$ cat src/rtl/bcm_bitplane_packer.sv
// Transposes a 16x64 raster of 8-bit pixels into 64-bit bitplane words and
// writes them to the BCM bitplane RAM at plane*ROWS + row, one frame at a time.
module bcm_bitplane_packer #(
  parameter int unsigned COLS   = 64,
  parameter int unsigned ROWS   = 16,
  parameter int unsigned PLANES = 8,
  parameter int unsigned ADDR_W = 7
) (
  input  logic              clk,
  input  logic              rst,
  input  logic              pix_valid,
  output logic              pix_ready,
  input  logic [PLANES-1:0] pix_data,
  input  logic              pix_sof,
  output logic              wr_en,
  output logic [ADDR_W-1:0] wr_addr,
  output logic [COLS-1:0]   wr_data,
  output logic              frame_done,
  input  logic              frame_ack,
  output logic              sync_err
);

  localparam int unsigned COL_W = $clog2(COLS);
  localparam int unsigned ROW_W = $clog2(ROWS);
  localparam int unsigned PL_W  = $clog2(PLANES);

  typedef enum logic [1:0] {IDLE, COLLECT, FLUSH, DONE} state_t;

  state_t           state;
  logic [COL_W-1:0] col;
  logic [ROW_W-1:0] row;
  logic [PL_W-1:0]  plane;
  logic [PL_W-1:0]  plane_nxt;
  logic [COLS-1:0]  acc     [PLANES];
  logic [COLS-1:0]  acc_upd [PLANES];
  logic [COL_W-1:0] col_eff;
  logic [COL_W-1:0] bit_idx;
  logic             xfer;

  assign xfer      = pix_valid & pix_ready;
  assign plane_nxt = plane + PL_W'(1);
  // A start-of-frame pixel always lands in column 0 (MSB of each word).
  assign col_eff   = pix_sof ? '0 : col;
  assign bit_idx   = COL_W'(COLS - 1) - col_eff;

  // Accumulators with the pixel on the bus merged in.
  always_comb begin
    for (int p = 0; p < int'(PLANES); p++) begin
      acc_upd[p]          = acc[p];
      acc_upd[p][bit_idx] = pix_data[p];
    end
  end

  function automatic logic [ADDR_W-1:0] addr_of(input logic [PL_W-1:0] pl,
                                                input logic [ROW_W-1:0] rw);
    return ADDR_W'(pl) * ADDR_W'(ROWS) + ADDR_W'(rw);
  endfunction

  always_ff @(posedge clk) begin
    if (rst) begin
      state      <= IDLE;
      col        <= '0;
      row        <= '0;
      plane      <= '0;
      pix_ready  <= 1'b0;
      wr_en      <= 1'b0;
      wr_addr    <= '0;
      wr_data    <= '0;
      frame_done <= 1'b0;
      sync_err   <= 1'b0;
      for (int p = 0; p < int'(PLANES); p++) acc[p] <= '0;
    end else begin
      sync_err <= 1'b0;
      case (state)
        IDLE: begin
          pix_ready <= 1'b1;
          if (xfer && pix_sof) begin
            for (int p = 0; p < int'(PLANES); p++) acc[p] <= acc_upd[p];
            row   <= '0;
            col   <= COL_W'(1);
            state <= COLLECT;
          end
        end
        COLLECT: begin
          pix_ready <= 1'b1;
          if (xfer) begin
            for (int p = 0; p < int'(PLANES); p++) acc[p] <= acc_upd[p];
            if (pix_sof && (row != '0 || col != '0)) begin
              sync_err <= 1'b1;
              row      <= '0;
              col      <= COL_W'(1);
            end else if (col == COL_W'(COLS - 1)) begin
              // Plane 0 goes out on the very next cycle, straight from the merged word.
              col       <= '0;
              plane     <= '0;
              pix_ready <= 1'b0;
              wr_en     <= 1'b1;
              wr_addr   <= addr_of('0, row);
              wr_data   <= acc_upd[0];
              state     <= FLUSH;
            end else begin
              col <= col + COL_W'(1);
            end
          end
        end
        FLUSH: begin
          if (plane == PL_W'(PLANES - 1)) begin
            wr_en <= 1'b0;
            plane <= '0;
            if (row == ROW_W'(ROWS - 1)) begin
              frame_done <= 1'b1;
              state      <= DONE;
            end else begin
              row       <= row + ROW_W'(1);
              pix_ready <= 1'b1;
              state     <= COLLECT;
            end
          end else begin
            plane   <= plane_nxt;
            wr_addr <= addr_of(plane_nxt, row);
            wr_data <= acc[plane_nxt];
          end
        end
        DONE: begin
          if (frame_ack) begin
            frame_done <= 1'b0;
            row        <= '0;
            col        <= '0;
            pix_ready  <= 1'b1;
            state      <= IDLE;
          end
        end
        default: state <= IDLE;
      endcase
    end
  end

endmodule

$ cat config.mk
export PLATFORM = sky130hd
export DESIGN_NAME = bcm_bitplane_packer
export DESIGN_NICKNAME = d
export VERILOG_FILES = /design/src/rtl/bcm_bitplane_packer.sv
export SDC_FILE = /design/constraint.sdc
export NUM_CORES = 1
export LEC_CHECK = 0
export BUFFER_PORTS_ARGS = -buffer_cell sky130_fd_sc_hd__buf_2
export CAP_MARGIN = 30
export CORE_AREA = 2 2 257 259
export DETAILED_ROUTE_END_ITERATION = 10
export DIE_AREA = 0 0 259 261
export PLACE_DENSITY = 0.68
export SETUP_SLACK_MARGIN = 0.3
export SLEW_MARGIN = 20
export SYNTH_ARGS = -nofsm -noshare
export SYNTH_HDL_FRONTEND = slang
export SYNTH_SLANG_ARGS = --single-unit
export TNS_END_PERCENT = 50
$ cat constraint.sdc
create_clock -name clk -period 17.6 [get_ports clk]
set_input_delay 3.52 -clock clk [delete_from_list [all_inputs] [get_ports clk]]
set_output_delay 3.52 -clock clk [all_outputs]
set_load 0.02 [all_outputs]
==> impl_metrics.env <==
export IMPL_pwr_share_comb_pct=6.3
export IMPL_die_h_um=261
export IMPL_vias=25000
export IMPL_antenna_found_initial=2
export IMPL_drt_total_wl_um=93700
export IMPL_peakVddDrop_mv=0.0560
export IMPL_port_buffers=87
export IMPL_p_seq_share_pct=51.1
export IMPL_cts_buffers=67
export IMPL_rrSetupSlack_ns=13.85
export IMPL_ys_ff_latch=602
export IMPL_cts_max_level=3
export IMPL_multi_input_area_um2=13800
export IMPL_powerDensity_nw_per_um2=92.4
export IMPL_maxSlewViolCount=0
export IMPL_avgSynthCellArea_um2=10.9
export IMPL_n_fill_cell=5419
export IMPL_reg2reg_to="wr_data[49]"
export IMPL_post_place_ws_ns=9.51
export IMPL_cts_root_buf="clkbuf_16"
export IMPL_grt_max_degree=237
export IMPL_first_pass_iters=6
export IMPL_routedWlPerCell_um=24.7
export IMPL_synth_edf_count=512
export IMPL_final_util_pct=54.4
export IMPL_relSlewSlack_pct=14.5
export IMPL_power_leakage_nw=11.8
export IMPL_fin_crit_ns=6.43
export IMPL_synth_flop_cell="edfxtp_1"
export IMPL_worst_hold_slack_ns=0.460
export IMPL_start_util_pct=49.5
export IMPL_clockPowerShare_pct=42.5
export IMPL_die_area_um2=67600
export IMPL_antennaDiodeCount=0
export IMPL_syn_cell_area_um2=32200
export IMPL_hp_start="wr_en"
export IMPL_grtUsageTotal_pct=27.6
export IMPL_regArea_um2=17200
export IMPL_insertion_delay_ns=0.62
export IMPL_dp_hpwl_um=49500
export IMPL_syn_nets=2981
export IMPL_clock_skew_ns=0.0175
export IMPL_drive_above_1_share_pct=16.1
export IMPL_ant_nets=0
export IMPL_cts_hold_buf=0
export IMPL_p_int_mw=2.51
export IMPL_fin_nets=2893
export IMPL_worst_pin_slew_ns=1.28
export IMPL_setup_viol=0
export IMPL_grt_pass1_vias=24500
export IMPL_hold_depth=2
export IMPL_async_flop_share_pct=0
export IMPL_worstPathMaxFanout=55
export IMPL_outcome="finished, final reports clean"
export IMPL_fin_setup_tns_ns=0
export IMPL_required_ns=17.83
export IMPL_worstSetupPathType="in -> reg"
export IMPL_cts_buffer_depth=3
export IMPL_clock_sinks=602
export IMPL_switching_power_mw=0.758
export IMPL_die_w_um=259
export IMPL_arrival_ns=6.66
export IMPL_rsz0062_at_grt="no"
export IMPL_yosysSeqAreaShare_pct=53.4
export IMPL_drc=0
export IMPL_area_growth_pct=10.1
export IMPL_grt_pass1_wl_um=145000
export IMPL_cp_start_kind="input port"
export IMPL_path_clk_slew_ns=0.05
export IMPL_maxCapViolCount=0
export IMPL_ioPinCount=88
export IMPL_critPathCaptureType="register"
export IMPL_finalCritPeriodShare_pct=36.5
export IMPL_core_area_um2=65000
export IMPL_cts_resized=0
export IMPL_cts_tree="yes"
export IMPL_hold_violations=0
export IMPL_num_rows=94
export IMPL_hold_path_class="reg -> reg"
export IMPL_drt_iter0_drc=3315
export IMPL_p_sw_share_pct=23.1
export IMPL_grt_overflow_total=0
export IMPL_viasPerCell=6.61
export IMPL_synthCells=2962
export IMPL_netlist_cell_type_count=66
export IMPL_reg2regPathDepth=6
export IMPL_gp_congestion=0.808
export IMPL_fmax_ghz=0.156
export IMPL_postCtsSetupRepairBufs=0
export IMPL_regToRegStartpoint="state[0]"
export IMPL_whs_endpoint="wr_en"
export IMPL_synth_warnings=0
export IMPL_fin_ws_ns=11.17
[metal layers]
metal  up-vias  share of wire, %  GRT usage [%]
li1      11000                 -              -
met1     12400                39           38.0
met2      1466                48           44.9
met3       165                10           4.18
met4         0               2.5           9.78
met5         -                 0              0
[Yosys cell counts (8+ instances only)]
library cell | count | area share, %
mux2i_1 | 115 | 3.6
nor2_1 | 183 | 2.1
and3_1 | 48 | 0.93
mux4_2 | 128 | 9.0
edfxtp_1 | 512 | 48
o22ai_1 | 64 | 1.2
a21boi_0 | 13 | 0.30
clkbuf_1 | 177 | 2.1
a21oi_1 | 419 | 6.5
nand3_1 | 300 | 4.7
buf_6 | 13 | 0.46
dfxtp_1 | 90 | 5.6
buf_1 | 53 | 0.62
o21ai_0 | 30 | 0.47
nand2_1 | 493 | 5.8
and2_1 | 16 | 0.31
buf_2 | 67 | 1.0
nand4_1 | 10 | 0.19
a211oi_1 | 60 | 1.4
o31ai_1 | 11 | 0.26
inv_1 | 8 | 0.093
o32ai_2 | 58 | 2.9
[cell type report]
type / count / share of cell area, %
Timing Repair Buffer: 154 / 3.48
Clock buffer: 99 / 5.43
Inverter: 8 / 0.0883
Clock inverter: 21 / 0.572
Sequential cell: 602 / 48.5
Tap cell: 864 / 3.05
Multi-Input combinational cell: 2041 / 38.9
[power groups by stage]
stage          Combinational (mW)  Clock, mW  Sequential, mW
2_1_floorplan               0.137          0            1.72
3_3_place_gp                0.190          0            1.70
3_5_place_dp                0.199          0            1.70
4_1_cts                     0.200       1.40            1.67
5_1_grt                     0.223       1.46            1.68
6_report                    0.208       1.39            1.67
[stage by stage]
step	power [mW]	cells	area [µm²]
final	3.27	3789	35400
after CTS	3.28	3780	35200
after global placement	1.89	3652	32900
after detailed placement	1.90	3660	33100
after global routing	3.36	3789	35400
after floorplan	1.86	2962	32200
[cells in the final DEF (no fill, tap or decap), drive strengths merged, types with 5 or more instances in the layout]
cell / synthesis / layout
nand4: 11 / 11
nor4b: 6 / 6
a211oi: 60 / 60
o32ai: 62 / 62
a21boi: 13 / 13
buf: 134 / 154
mux4: 128 / 128
nand3: 300 / 300
a21oi: 419 / 419
inv: 8 / 8
nor2: 184 / 184
o21ai: 31 / 31
nand2: 493 / 493
ha: 6 / 6
and3: 48 / 48
o31ai: 11 / 11
nor3: 7 / 7
and2: 17 / 17
o22ai: 66 / 66
clkinv: 0 / 16
mux2i: 115 / 115
a31oi: 6 / 6
clkbuf: 177 / 99
edfxtp: 512 / 512
or3: 5 / 5
dfxtp: 90 / 90
[flip-flops by register name (all words and copies together) (netlist names)]
signal and flops:
row 4, acc 512, wr_en 1, plane 3
state 2, pix_ready 1, wr_addr 7, frame_done 1
wr_data 64, col 6, sync_err 1
[worst max-delay path, stage by stage]
cell,delay [ns]
buf_2,0.53
o21bai_1,0.41
o21ai_4,0.23
buf_4,0.32
buf_16,0.33
buf_4,0.50
buf_4,0.74
[cells by family (layout without fill, tap and decap cells)]
family	count (synthesis)	count (layout)	synth area share, %
simple gates	1104	1104	15.4
buf+inv	319	282	4.30
flops	602	602	53.4
mux	245	245	12.6
fa+ha+maj	6	6	0.233
compound gates	686	686	14.0
[how the worst max path moves through the flow]
stage	from	end	depth (start not counted)
floorplan	pix_sof	acc[0][0]	3
global placement	rst	acc[3][25]	6
detailed placement	rst	acc[3][28]	6
CTS	rst	acc[1][25]	6
global route	pix_sof	acc[1][25]	7
finish	pix_sof	acc[1][25]	7
(Power assumes the default switching activity.)
